===== src/rtl/neuromorphic_axi_regs.sv =====
// AXI4-Lite register bank for the neuromorphic core: RW control registers, a sticky/W1C
// debug event register, read-only live status words and a write-update strobe.
module neuromorphic_axi_regs #(
    parameter int C_ADDR_WIDTH = 9,
    parameter int C_DATA_WIDTH = 32
) (
    input  logic                        S_AXI_ACLK,
    input  logic                        S_AXI_ARESETN,
    input  logic [C_ADDR_WIDTH-1:0]     S_AXI_AWADDR,
    input  logic                        S_AXI_AWVALID,
    output logic                        S_AXI_AWREADY,
    input  logic [C_DATA_WIDTH-1:0]     S_AXI_WDATA,
    input  logic [C_DATA_WIDTH/8-1:0]   S_AXI_WSTRB,
    input  logic                        S_AXI_WVALID,
    output logic                        S_AXI_WREADY,
    output logic [1:0]                  S_AXI_BRESP,
    output logic                        S_AXI_BVALID,
    input  logic                        S_AXI_BREADY,
    input  logic [C_ADDR_WIDTH-1:0]     S_AXI_ARADDR,
    input  logic                        S_AXI_ARVALID,
    output logic                        S_AXI_ARREADY,
    output logic [C_DATA_WIDTH-1:0]     S_AXI_RDATA,
    output logic [1:0]                  S_AXI_RRESP,
    output logic                        S_AXI_RVALID,
    input  logic                        S_AXI_RREADY,
    output logic [C_DATA_WIDTH-1:0]     ctrl_reg,
    output logic [C_DATA_WIDTH-1:0]     net_in_reg,
    output logic [C_DATA_WIDTH-1:0]     cfg_reg,
    output logic [C_DATA_WIDTH-1:0]     clk_div_reg,
    input  logic [C_DATA_WIDTH-1:0]     debug_in,
    input  logic [4*C_DATA_WIDTH-1:0]   aux_in,
    output logic                        reg_wr_pulse,
    output logic [3:0]                  reg_wr_idx
);
    localparam int IdxW  = C_ADDR_WIDTH - 2;
    localparam int StrbW = C_DATA_WIDTH / 8;

    localparam logic [IdxW-1:0] IdxCtrl   = IdxW'(0);
    localparam logic [IdxW-1:0] IdxNetIn  = IdxW'(1);
    localparam logic [IdxW-1:0] IdxCfg    = IdxW'(2);
    localparam logic [IdxW-1:0] IdxDebug  = IdxW'(3);
    localparam logic [IdxW-1:0] IdxAux0   = IdxW'(4);
    localparam logic [IdxW-1:0] IdxAux1   = IdxW'(5);
    localparam logic [IdxW-1:0] IdxAux2   = IdxW'(6);
    localparam logic [IdxW-1:0] IdxAux3   = IdxW'(7);
    localparam logic [IdxW-1:0] IdxClkDiv = IdxW'(8);

    localparam logic [1:0] RespOkay   = 2'b00;
    localparam logic [1:0] RespSlvErr = 2'b10;

    typedef enum logic [1:0] {WIdle, WAck, WResp} w_state_e;
    typedef enum logic [1:0] {RIdle, RAck, RData} r_state_e;

    w_state_e w_state_q, w_state_d;
    r_state_e r_state_q, r_state_d;

    logic [C_DATA_WIDTH-1:0] ctrl_q, ctrl_d, net_in_q, net_in_d, cfg_q, cfg_d;
    logic [C_DATA_WIDTH-1:0] clk_div_q, clk_div_d, debug_q, debug_d, rdata_q, rdata_d;
    logic [1:0]              bresp_q, bresp_d, rresp_q, rresp_d;
    logic                    wr_pulse_q, wr_pulse_d;
    logic [3:0]              wr_idx_q, wr_idx_d;

    logic [IdxW-1:0]         w_idx, r_idx;
    logic [C_DATA_WIDTH-1:0] wr_mask, wr_old, wr_merged, dbg_clr;
    logic                    unused_addr_lsbs;

    assign w_idx = S_AXI_AWADDR[C_ADDR_WIDTH-1:2];
    assign r_idx = S_AXI_ARADDR[C_ADDR_WIDTH-1:2];
    assign unused_addr_lsbs = ^{S_AXI_AWADDR[1:0], S_AXI_ARADDR[1:0]};

    always_comb begin
        wr_mask = '0;
        for (int b = 0; b < StrbW; b++) begin
            wr_mask[8*b +: 8] = {8{S_AXI_WSTRB[b]}};
        end
        case (w_idx)
            IdxCtrl:   wr_old = ctrl_q;
            IdxNetIn:  wr_old = net_in_q;
            IdxCfg:    wr_old = cfg_q;
            IdxClkDiv: wr_old = clk_div_q;
            default:   wr_old = '0;
        endcase
        wr_merged = (wr_old & ~wr_mask) | (S_AXI_WDATA & wr_mask);
    end

    // Write path: the handshake cycle (WAck) is also the commit cycle.
    always_comb begin
        w_state_d  = w_state_q;
        bresp_d    = bresp_q;
        wr_pulse_d = 1'b0;
        wr_idx_d   = wr_idx_q;
        ctrl_d     = ctrl_q;
        net_in_d   = net_in_q;
        cfg_d      = cfg_q;
        clk_div_d  = clk_div_q;
        dbg_clr    = '0;
        case (w_state_q)
            WIdle: if (S_AXI_AWVALID && S_AXI_WVALID) w_state_d = WAck;
            WAck: begin
                w_state_d = WResp;
                bresp_d   = (w_idx <= IdxClkDiv) ? RespOkay : RespSlvErr;
                case (w_idx)
                    IdxCtrl:   ctrl_d   = wr_merged;
                    IdxNetIn:  net_in_d = wr_merged;
                    IdxCfg:    cfg_d    = wr_merged;
                    IdxDebug:  dbg_clr  = S_AXI_WDATA & wr_mask;
                    // A zero divider would stall the core clock, so it is clamped to 1.
                    IdxClkDiv: clk_div_d = (wr_merged == '0) ? C_DATA_WIDTH'(1) : wr_merged;
                    default:   ;
                endcase
                if (w_idx inside {IdxCtrl, IdxNetIn, IdxCfg, IdxDebug, IdxClkDiv}) begin
                    wr_pulse_d = 1'b1;
                    wr_idx_d   = w_idx[3:0];
                end
            end
            WResp: if (S_AXI_BREADY) w_state_d = WIdle;
            default: w_state_d = WIdle;
        endcase
        // New events win over a same-cycle clear.
        debug_d = (debug_q & ~dbg_clr) | debug_in;
    end

    always_comb begin
        r_state_d = r_state_q;
        rdata_d   = rdata_q;
        rresp_d   = rresp_q;
        case (r_state_q)
            RIdle: if (S_AXI_ARVALID) r_state_d = RAck;
            RAck: begin
                r_state_d = RData;
                rresp_d   = RespOkay;
                case (r_idx)
                    IdxCtrl:   rdata_d = ctrl_q;
                    IdxNetIn:  rdata_d = net_in_q;
                    IdxCfg:    rdata_d = cfg_q;
                    IdxDebug:  rdata_d = debug_q;
                    IdxAux0:   rdata_d = aux_in[0*C_DATA_WIDTH +: C_DATA_WIDTH];
                    IdxAux1:   rdata_d = aux_in[1*C_DATA_WIDTH +: C_DATA_WIDTH];
                    IdxAux2:   rdata_d = aux_in[2*C_DATA_WIDTH +: C_DATA_WIDTH];
                    IdxAux3:   rdata_d = aux_in[3*C_DATA_WIDTH +: C_DATA_WIDTH];
                    IdxClkDiv: rdata_d = clk_div_q;
                    default: begin
                        rdata_d = '0;
                        rresp_d = RespSlvErr;
                    end
                endcase
            end
            RData: if (S_AXI_RREADY) r_state_d = RIdle;
            default: r_state_d = RIdle;
        endcase
    end

    always_ff @(posedge S_AXI_ACLK) begin
        if (!S_AXI_ARESETN) begin
            w_state_q  <= WIdle;
            r_state_q  <= RIdle;
            ctrl_q     <= '0;
            net_in_q   <= '0;
            cfg_q      <= '0;
            clk_div_q  <= C_DATA_WIDTH'(1);
            debug_q    <= '0;
            rdata_q    <= '0;
            bresp_q    <= '0;
            rresp_q    <= '0;
            wr_pulse_q <= 1'b0;
            wr_idx_q   <= '0;
        end else begin
            w_state_q  <= w_state_d;
            r_state_q  <= r_state_d;
            ctrl_q     <= ctrl_d;
            net_in_q   <= net_in_d;
            cfg_q      <= cfg_d;
            clk_div_q  <= clk_div_d;
            debug_q    <= debug_d;
            rdata_q    <= rdata_d;
            bresp_q    <= bresp_d;
            rresp_q    <= rresp_d;
            wr_pulse_q <= wr_pulse_d;
            wr_idx_q   <= wr_idx_d;
        end
    end

    assign S_AXI_AWREADY = (w_state_q == WAck);
    assign S_AXI_WREADY  = (w_state_q == WAck);
    assign S_AXI_BVALID  = (w_state_q == WResp);
    assign S_AXI_BRESP   = bresp_q;
    assign S_AXI_ARREADY = (r_state_q == RAck);
    assign S_AXI_RVALID  = (r_state_q == RData);
    assign S_AXI_RDATA   = rdata_q;
    assign S_AXI_RRESP   = rresp_q;

    assign ctrl_reg     = ctrl_q;
    assign net_in_reg   = net_in_q;
    assign cfg_reg      = cfg_q;
    assign clk_div_reg  = clk_div_q;
    assign reg_wr_pulse = wr_pulse_q;
    assign reg_wr_idx   = wr_idx_q;

endmodule


===== config.mk =====
export PLATFORM = sky130hd
export DESIGN_NAME = neuromorphic_axi_regs
export DESIGN_NICKNAME = d
export VERILOG_FILES = /design/src/rtl/neuromorphic_axi_regs.sv
export SDC_FILE = /design/constraint.sdc
export NUM_CORES = 1
export LEC_CHECK = 0
export ABC_CLOCK_PERIOD_IN_PS = 3300
export BUFFER_PORTS_ARGS = -buffer_cell sky130_fd_sc_hd__buf_2
export CELL_PAD_IN_SITES_DETAIL_PLACEMENT = 1
export CELL_PAD_IN_SITES_GLOBAL_PLACEMENT = 2
export CORE_ASPECT_RATIO = 1.75
export CORE_UTILIZATION = 27
export DETAILED_ROUTE_END_ITERATION = 7
export GPL_TIMING_DRIVEN = 1
export PLACE_DENSITY_LB_ADDON = 0.1
export SKIP_CTS_REPAIR_TIMING = 1
export SYNTH_ARGS = -nofsm -noshare
export SYNTH_HDL_FRONTEND = slang
export SYNTH_SLANG_ARGS = --single-unit

===== constraint.sdc =====
create_clock -name S_AXI_ACLK -period 3.3 [get_ports S_AXI_ACLK]
set_input_delay 0.66 -clock S_AXI_ACLK [delete_from_list [all_inputs] [get_ports S_AXI_ACLK]]
set_output_delay 0.66 -clock S_AXI_ACLK [all_outputs]
set_load 0.01 [all_outputs]

* Word-level counts from Yosys, hierarchy flattened
Cells that the tools add are included.
** Word-level totals
- Register bits after elaboration :: 205
- Input port bits :: 221
- Logic and storage cells :: 70
** Operators by class
- $lt $le $gt $ge :: 1
- Equality and inequality tests :: 20
- Mux-type cells :: 14
- Bitwise operators :: 7
- Reductions and logical operators :: 16
** Operators with widths (count)
- $pmux W32 S9 :: 1
- $pmux W32 S4 :: 1
- $and A32 B32 Y32 :: 3
- $mux W32 :: 3
- $not A32 Y32 :: 2
- $or A32 B32 Y32 :: 2
- $logic_not A32 Y1 :: 1
- $eq A7 B2 Y1 const B :: 4
- $eq A7 B3 Y1 const B :: 4
- $reduce_and A2 Y1 :: 8
- $eq A7 B1 Y1 const B :: 2
- $eq A7 B4 Y1 const B :: 2
- $logic_not A7 Y1 :: 2
- $mux W2 :: 6
- $pmux W2 S3 :: 2
- $reduce_or A9 Y1 :: 1
- $le A7 B4 Y1 const B :: 1
- $reduce_bool A5 Y1 :: 1
- $eq A2 B1 Y1 const B :: 2
- $eq A2 B2 Y1 const B :: 2
- $logic_not A2 Y1 :: 2
- $ne A2 B1 Y1 const B :: 2
- $ne A2 B2 Y1 const B :: 2
- $logic_and A1 B1 Y1 :: 1
- $mux W1 :: 1

* Longest topological paths before layout
Gate-level depths: netlist of the first run.
- Word-level depth :: 6
- Gate-level depth with buffers :: 10
- Mapped depth without buffers :: 8

* Worst setup path before layout of the first run
Ideal clock, no wire load.
- Kind :: input to register
- Start point :: in S_AXI_AWADDR[4]
- End point :: reg clk_div_q[0], in the netlist clk_div_reg[0]
- Arrival time :: 2.521 ns
- Required time :: 3.175 ns
- Path slack :: 0.654 ns
- Stages :: 10
- Path buffers :: 2
- Cell sequence :: or4_1 > buf_6 > nor4b_4 > buf_6 > a221o_1 > a22oi_1 > nand4_1 > nor4_1 > a21oi_2 > a21oi_1
** On the way
- Word-level cells in the longest chain between the ends :: 6
** Ends and longest elaborated chain
- from (decl) :: RTL line 9 : input logic [C_ADDR_WIDTH-1:0] S_AXI_AWADDR,
- $eq A7 B4 Y1 (tied with other cells) :: RTL line 76, 102
- $pmux W32 S4 :: RTL line 76 : case (w_idx)
- $and A32 B32 Y32 :: RTL line 83 : wr_merged = (wr_old & ~wr_mask) | (S_AXI_WDATA & wr_mask);
- $or A32 B32 Y32 :: RTL line 83
- $logic_not A32 Y1 :: RTL line 108 : IdxClkDiv: clk_div_d = (wr_merged == '0) ? C_DATA_WIDTH'(1) : wr_merged;
- $mux W32 :: RTL line 108
- to (signal assigned) :: RTL line 173 : clk_div_q <= clk_div_d;
- to (decl) :: RTL line 58 : logic [C_DATA_WIDTH-1:0] clk_div_q, clk_div_d, debug_q, debug_d, rdata_q, rdata_d;
Parallel ways exist; a longest one is shown, timed or not.
A chain may end at the register's enable or synchronous reset.

* Worst setup path in the final report of the first run
- Start point :: in S_AXI_AWADDR[3]
- End point :: reg clk_div_q[26], in the netlist clk_div_reg[26]
Same word-level chain as after synthesis.

==> results of run 1 <==
==> cells in the final DEF (no fill, tap or decap), types with 3 or more instances in the layout <==
master / instances
a222oi_1: 32
clkbuf_1: 4
nor2_1: 158
clkbuf_16: 23
a21oi_1: 78
nor3_4: 4
o21ai_1: 7
o21ai_0: 3
nor3_2: 4
a22o_1: 3
a221oi_1: 32
mux2i_1: 34
o2bb2ai_1: 9
a32o_1: 9
a21o_1: 32
nand4_1: 8
nand3_1: 32
nor3_1: 25
buf_4: 54
buf_2: 388
a221o_1: 22
a22oi_1: 85
nor4_1: 4
inv_1: 4
nor2_4: 7
clkbuf_8: 9
dfxtp_1: 203
nand2_1: 78
nand2b_1: 5
a211oi_1: 118
buf_12: 13
==> routing by layer <==
metal  GRT usage, %  up-vias
met3           3.66       81
met2           51.1      408
li1               -     5086
met4           9.86        2
met1           29.1     5388
met5              0        -
==> worst max-delay path: stages <==
cell and delay, ns:
buf_2 0.27, or4b_1 0.29, nor2_4 0.10, buf_12 0.16, a221o_1 0.29, a22oi_1 0.48
nand4_1 0.27, nor4_1 0.38, a21oi_2 0.13, a22o_1 0.22
==> cells by family after synthesis <==
group / Yosys count / synth area share, %
buf+inv: 118 / 5.61
fa+ha+maj: 1 / 0.115
flops: 203 / 41.6
other cells: 1 / 0.0384
simple gates: 342 / 15.6
mux: 34 / 3.48
compound gates: 436 / 33.6
==> worst min-delay path by stage <==
stage	startpoint	end	slack [ns]	depth (start not counted)
6_report	debug_in[0]	debug_q[0]$_SDFF_PN0_	0.33	3
5_1_grt	debug_in[12]	debug_q[12]$_SDFF_PN0_	0.34	3
4_1_cts	debug_in[0]	debug_q[0]$_SDFF_PN0_	0.32	3
3_5_place_dp	r_state_q[1]$_SDFFE_PN0P_	r_state_q[0]$_SDFFE_PN0P_	0.43	1
3_3_place_gp	r_state_q[1]$_SDFFE_PN0P_	r_state_q[0]$_SDFFE_PN0P_	0.42	1
2_1_floorplan	w_state_q[1]$_SDFFE_PN0P_	w_state_q[0]$_SDFFE_PN0P_	0.40	1
==> report_power, final <==
part           internal [mW]  total [mW]  switching, mW
sequential              2.48        2.50         0.0198
clock                   1.47        2.56           1.09
combinational          0.183       0.460          0.277
==> cell type report <==
class | count | area [um2]
Tap cell | 465 | 582
Antenna cell | 1 | 2.50
Multi-Input combinational cell | 815 | 5270
Clock buffer | 36 | 714
Fill cell | 4283 | 22100
Inverter | 5 | 23.8
Timing Repair Buffer | 455 | 2610
Clock inverter | 3 | 18.8
Sequential cell | 203 | 4060
==> results.md, run 1 <==
- After detailed routing, no signal wire sits above met5.
- Routability-driven placement finished with a final weighted congestion of around 0.8.
- The total count of max-transition violations in the final report was 0.
- The endpoint of the worst setup timing path is clk_div_reg[26]$_SDFFE_PN0P_.
- After synthesis the cells add up to 9770 um2.
- At the end of the flow the core is filled with cells to between 30% and 40%.
- For the pin with the worst max-slew slack, the measured transition is between 0.7 and 0.8 ns.
- The clock-pin slew on the worst setup and hold paths is 0.07 ns.
- For this design, the sink count on the clock tree is roughly 200.
- The post-detailed-route count of antenna-violating nets is 0.
- Counting cells, the worst reg-to-reg path comes to 8.
- Setup repair after global routing left no endpoint under its margin.
- The category of the worst setup path capture point is a register.
- The total CTS buffers is 22.
- The die covers about 37000 um2.
- The die is between 200 and 300 um tall.
- The length of the first detailed-routing pass in iterations is 5.
- The share of post-route cells with drive strength above 1 is between 30 and 40%.
- The flow ran to the end, and the final reports show no timing, DRC or antenna violations.
- The via count of the first global-routing pass is between 10000 and 15000.
- Power comes to between 5 and 6 mW.
- The time the final worst path needs with I/O delays and setup is 2.85 ns.
- The classification of the worst-slack hold path is input pin to register.
- The first routing iteration left 611 violations.
- TritonCTS built the clock tree.
- The final-layout setup total negative slack is 0 ns.
- Detailed placement ended at an HPWL of approximately 37 mm.
- By instance count, the leading cell after synthesis is dfxtp_1.
- The total cell area at the placement stage is around 13000 um2.
- The total grt overflow is 0.
- Across the routed clock network, the largest skew measured is between 0.009 and 0.01 ns.
- The synthesis-to-finish area growth is 35.9%.
- The count of max-cap constraint violations is 0.
- IR analysis of the VDD net gives a maximum drop of ~0.00026 V.
- The number of distinct standard cells referenced by the synthesized netlist is 47.
- The total core area is ~35000 um2.
- The worst setup path is launched from an input pin.
- After synthesis the netlist holds a flip-flop and latch count of between 200 and 250.
- Setup violations remaining at the end of the flow were counted as 0.
- The synthesized area per cell is ~8.6 um2.
- Derived from the worst setup path, the maximum achievable clock frequency is approximately 350 MHz.
- The amount of wire on met3 after detailed routing is between 2 and 3 mm.
- The finished cells cover between 10000 and 15000 um2.
- In this run the number of H-tree levels came out at 1.
- For this run, design rule violations remaining after detail routing come to 0.
- The internal reg-to-reg setup slack is slightly below 0.9 ns.
- Entering global routing, the biggest net connects 80 pins.
- In this run the core area contains just over 90 standard-cell rows.
- The length of routed wiring on met1 is between 15 and 20 mm.
- In the final design database the tool counted ~1700 nets.
- The destination of the worst register-to-register timing path is clk_div_reg[26]$_SDFFE_PN0P_.
- The initial utilization of the core area, before any placement, comes to between 20 and 30%.
- Summed over all nets, wire length on met2 after detailed routing comes to around 27 mm.
- The average detailed-routed wire length per instance is 25.3 um.
- Counting instances in the post-synthesis netlist gives the leading cell types as dfxtp_1, nor2_1, a211oi_1.
- The worst slack after detailed placement is -0.167 ns.
- At the worst endpoint, the arrival time is 3.28 ns.
- The routed via count divided by cell count is 5.53.
- The number of endpoints with negative hold slack in the final report came to 0.
- For this design the top-level I/O count stands at ~400.
- The top-area cell type share of the netlist area is 41.6%.
- The worst pin sits at a relative slew slack of between 40% and 50%.
- The number of enable flip-flop cells after synthesis is 0.
- The initial antenna violation count came to 2.
- The CTS root buffer is clkbuf_16.
- The library cell occupying the most area in the post-synthesis netlist is dfxtp_1.
- The async set-or-reset flop fraction in the synthesized netlist is 0%.
- The wire length of the first global-routing pass is approximately 73 mm.
- Across all layers, the routed design uses 11000 vias.
- The number of non-filler instances in the completed layout is 1983.
- In the post-route analysis, the smallest setup slack over all paths is around 0.45 ns.
- The number of buffers between clock root and the deepest sink is 3.
- The final period utilization is 86.4%.
- The hold slack is about 0.33 ns.
- Synthesis produced a netlist whose cell count is ~1100.
- Of the synthesized area, sequential elements account for between 40% and 50%.
- The die extent in x is roughly 150 um.
- The largest fanout on the critical path is 13.
- The critical register-to-register path startpoint is cfg_reg[23]$_SDFFE_PN0P_.
- The worst setup path is of the input pin to register kind.
- The clock latency on the worst-skew pair is 0.53 ns.
- The global router's overall resource usage is around a quarter.
- In this run the worst setup path begins at S_AXI_AWADDR[3].
- The most instantiated flip-flop cell in the synthesis netlist is dfxtp_1.
- The total detailed-routing wirelength is roughly 50 mm.
- By area the synthesized netlist is led by dfxtp_1, a211oi_1, a22oi_1, nor2_1, a21oi_1.
- The analysis attributes to cell leakage a power of roughly 5.4 nW.
- At the worst endpoint, the required time is around 3.7 ns.
- The placed cell count is ~1900.
- The count of input and output buffers is about 390.
- The number of warnings reported in the yosys synthesis log is 0.
- The total power density per cell area is 416 nW/um2.
Note: power is estimated with default switching activity, not from simulation.
==> run 2: changes to the inputs <==
Settings changed: ABC_AREA set to 1, CORE_UTILIZATION 27 to 26.
==> run 2 against run 1 <==
Worst hold slack worse by 0.0080 ns; fmax is 15% higher; register-to-register slack improved by 0.12 ns; via count rose by 25%; routed wire length grew 31%; combinational power rose by 23%; total power rose by 6.0%; largest power group unchanged; critical endpoint is now S_AXI_RDATA[25]$_SDFFE_PN0P_; utilization decreased by 3.3 points; cell count up 37%.
==> results.md, run 2 <==
- The number of endpoints with negative hold slack in the final report is 0 (unchanged).
- The clock latency on the worst-skew pair came to 0.54 ns (about the same).
- The portion of the post-synthesis area used by sequential elements came to 35.7% (-5.9 points).
- The number of distinct standard cells referenced by the synthesized netlist came to 38 (-19%).
- The total cell area at the placement stage is 14000 um2 (+12%).
- The most common library cell in the layout ignoring fill and taps is buf_2.
- The via count of the first global-routing pass is 14400 (+25%).
- The critical-path cell with the highest stage delay is clkinv_1.
- The total core area was 43300 um2 (+22%).
- The die height came to 279 um (+10%).
- dfxtp_1 takes more of the synthesized area than any other cell.
- The number of levels in the clock H-tree is 1 (unchanged).
- The number of synthesized register bits is 203 (unchanged).
- The wire length of the first global-routing pass is 94.0 mm (+28%).
- The number of primary I/O pins is 395 (unchanged).
- The total power density per cell area is 395 nW/um2 (-5.1%).
- The total detailed-routing wirelength is 65.5 mm (+31%).
- The multi-input combinational cell area is 5630 um2 (+6.8%).
- The number of inserted filler cells in the final layout is 5690 (+33%).
- The destination of the worst register-to-register timing path is clk_div_reg[16]$_SDFFE_PN0P_.
- The post-synth design cell area is 11400 um2 (+17%).
- The count of max-cap constraint violations came to 0 (unchanged).
- The hold slack is 0.327 ns (-0.00798 ns).
- The worst setup path is captured at a register.
- The startpoint type of the worst setup path is an input pin.
- The initial antenna violation count is 4 (+2).
- The startpoint identified for the worst register-to-register timing path is w_state_q[0]$_SDFFE_PN0P_.
- The number of nets in the final layout is 2358 (+37%).
- The sequential cell area was 4060 um2 (unchanged).
- The depth of the worst hold-timing path came to 3 (unchanged).
- The count of input and output buffers came to 388 (unchanged).
- TritonCTS built the clock tree.
- The classification of the worst-slack hold path is input pin to register.
- The startpoint of the lowest-slack hold path is debug_in[8].
- The number of enable flip-flop cells after synthesis came to 0 (unchanged).
- The number of buffers between clock root and the deepest sink came to 3 (unchanged).
- The highest ir drop seen on vdd is 0.000301 V (+17%).
- The synthesis-to-finish area growth is 30.3%.
- The async set-or-reset flop fraction in the synthesized netlist is 0% (unchanged).
- The number of vias in the routed layout is 13700 (+25%).
- The total grt overflow came to 0 (unchanged).
- The power consumption is 5.86 mW (+6.0%).
- The final critical-path setup slack is 0.829 ns (+0.379 ns).
- The die extent in x came to 160 um (+9.9%).
- The number of non-filler instances in the completed layout is 2720 (+37%).
- The post-route clock skew is 0.0137 ns (+0.00375 ns).
- The post-detailed-route count of antenna-violating nets is 0 (unchanged).
- The maximum achievable frequency is 405 MHz (+15%).
- The share of post-route cells with drive strength above 1 was 25.1% (-9.2 points).
- The internal reg-to-reg setup slack is 1.01 ns (+0.12 ns).
- The synthesized area per cell is 6.40 um2 (-26%).
- Setup repair after global routing left no endpoint under its margin.
- The commonest cells after synthesis are nand2_1, inv_1, a21oi_1.
- The area of all placed cells without fillers came to 14800 um2 (+12%).
- The largest net degree at the start of global routing is 63 (-21%).
- The clock sink count came to 203 (unchanged).
- The cell sitting at the root of the clock tree is a clkbuf_16.
- The area enclosed by the die boundary is 44700 um2 (+21%).
- The length of the first detailed-routing pass in iterations is 5 (unchanged).
- The total count of max-transition violations in the final report is 0 (unchanged).
- In this design, the critical path's most frequently occurring cell is nand2_1.
- The initial standard-cell utilization of the core is 26.3% (-1.3 points).
- The antenna diode count is 0 (-1).
- The final-layout setup total negative slack is 0 ns (unchanged).
- The largest fanout on the critical path is 10 (-3).
- The signal on the critical path passes through buf_2, nor2_1, nand2_1, inv_2, nand2_1, clkinv_1, buf_4, a221oi_1, nand3_1, nand2_1, a21oi_1.
- The maximum single-stage delay on the critical path is 0.38 ns (-0.10 ns).
- The number of standard cells after synthesis came to 1781 (+57%).
- The remaining routing DRC violations is 0 (unchanged).
- The worst slew slack as a fraction of its limit came to 40.3% (-8.0 points).
- In the layout the commonest cells are buf_2, nand2_1, inv_1.
- The time the final worst path needs with I/O delays and setup is 2.47 ns (-0.379 ns).
- The violation count after the first detailed-routing iteration is 696 (+14%).
- The routability congestion estimate is 0.827 (+4.7%).
- The final period utilization came to 74.9% (-11 points).
- The worst reg-to-reg path cell count is 9 (+1).
- The final standard cell utilization of the core is 34.2% (-3.3 points).
- The average detailed-routed wire length per instance was 24.1 um (-4.7%).
- Among all flip-flop cells after synthesis, the most frequent one is dfxtp_1.
- The slew at the pin closest to its max-slew limit is 0.894 ns (+0.122 ns).
- The required time at the endpoint of the critical path came to 3.72 ns (about the same).
- The arrival time at the worst endpoint is 2.89 ns (-0.39 ns).
- The worst slack after detailed placement was 0.213 ns (+0.380 ns).
- The placed cell count is 2677 (+38%).
- The top-area cell type share of the netlist area is 35.7% (-5.9 points).
- The number of setup violations in the final report is 0 (unchanged).
- The global router's overall resource usage is 28.9% (+2.3 points).
- The leakage power is 7.59 nW (+42%).
- The number of warnings reported in the yosys synthesis log is 0 (unchanged).
- Ranked by total cell area, the synthesized netlist is headed by dfxtp_1, nand2_1, inv_1, a21oi_1, nor2_1.
- The number of placement rows is 101 (+11%).
- For hold timing, the worst endpoint is debug_q[8]$_SDFF_PN0_.
- The run finished with clean final reports.
- The routed via count divided by cell count was 5.03 (-9.1%).
- The library cell with the highest instance count after synthesis is nand2_1.
- The total CTS buffers came to 24 (+9.1%).
- The clock-pin slew on the worst setup and hold paths is 0.07 ns (about the same).
- The half-perimeter wire length after detailed placement is 47.4 mm (+27%).
- The critical path in this run is classified as input pin to register.
[run 2: cell count changes in the layout (fill, tap and decap cells not counted), sizes merged, moves of 25 or more]
cell | before | now
a211oi | 118 | 0
a22oi | 87 | 0
mux2i | 34 | 0
nand3 | 32 | 129
nor2 | 165 | 218
inv | 5 | 304
a21oi | 80 | 212
a21o | 32 | 0
nor3 | 33 | 8
o21ai | 11 | 151
nand2 | 78 | 328
a222oi | 32 | 0
o22ai | 0 | 25
[run 2: critical path, delay by kind of cell]
| family | cells | cell delay (ns) |
|---|---|---|
| simple gates | 5 | 0.82 |
| buf+inv | 4 | 1.00 |
| compound gates | 2 | 0.38 |
[run 2: report_power, final]
part           switching (mW)  internal (mW)  total, mW
Sequential             0.0141           2.48       2.50
Combinational           0.382          0.186      0.568
Clock                    1.17           1.62       2.79
[run 2: worst max path at each step]
stage / start / endpoint / cells past startpoint
2_1_floorplan: w_state_q[0]$_SDFFE_PN0P_ / S_AXI_WREADY / 5
3_3_place_gp: S_AXI_ARADDR[8] / S_AXI_RDATA[25]$_SDFFE_PN0P_ / 11
3_5_place_dp: S_AXI_ARADDR[8] / S_AXI_RDATA[25]$_SDFFE_PN0P_ / 11
4_1_cts: w_state_q[0]$_SDFFE_PN0P_ / S_AXI_AWREADY / 4
5_1_grt: S_AXI_ARADDR[6] / S_AXI_RDATA[25]$_SDFFE_PN0P_ / 11
6_report: S_AXI_ARADDR[8] / S_AXI_RDATA[25]$_SDFFE_PN0P_ / 11
[run 2: layout make-up]
type	count	area share, %
clock buffer	38	5.02
sequential	203	27.4
tap	566	4.77
inverter	306	7.77
clock inverter	5	0.363
timing repair buffer	446	16.8
multi-input combinational	1156	37.9
[run 2: logic make-up (layout without fill, tap and decap cells)]
family | Yosys count | after routing | synth area share [%]
flip-flops | 203 | 203 | 35.7
buffers and inverters | 423 | 795 | 15.4
other | 1 | 2 | 0.0329
AND/OR/NAND/NOR | 696 | 696 | 26.2
AO/OA/AOI/OAI | 458 | 458 | 22.7
[run 2: metal layers]
metal	vias up	part of all wire, %	GRT usage, %
li1	6449	-	-
met3	107	5.2	4.34
met2	442	54	56.3
met4	8	4.2	12.0
met1	6667	37	30.2
met5	-	0.073	0
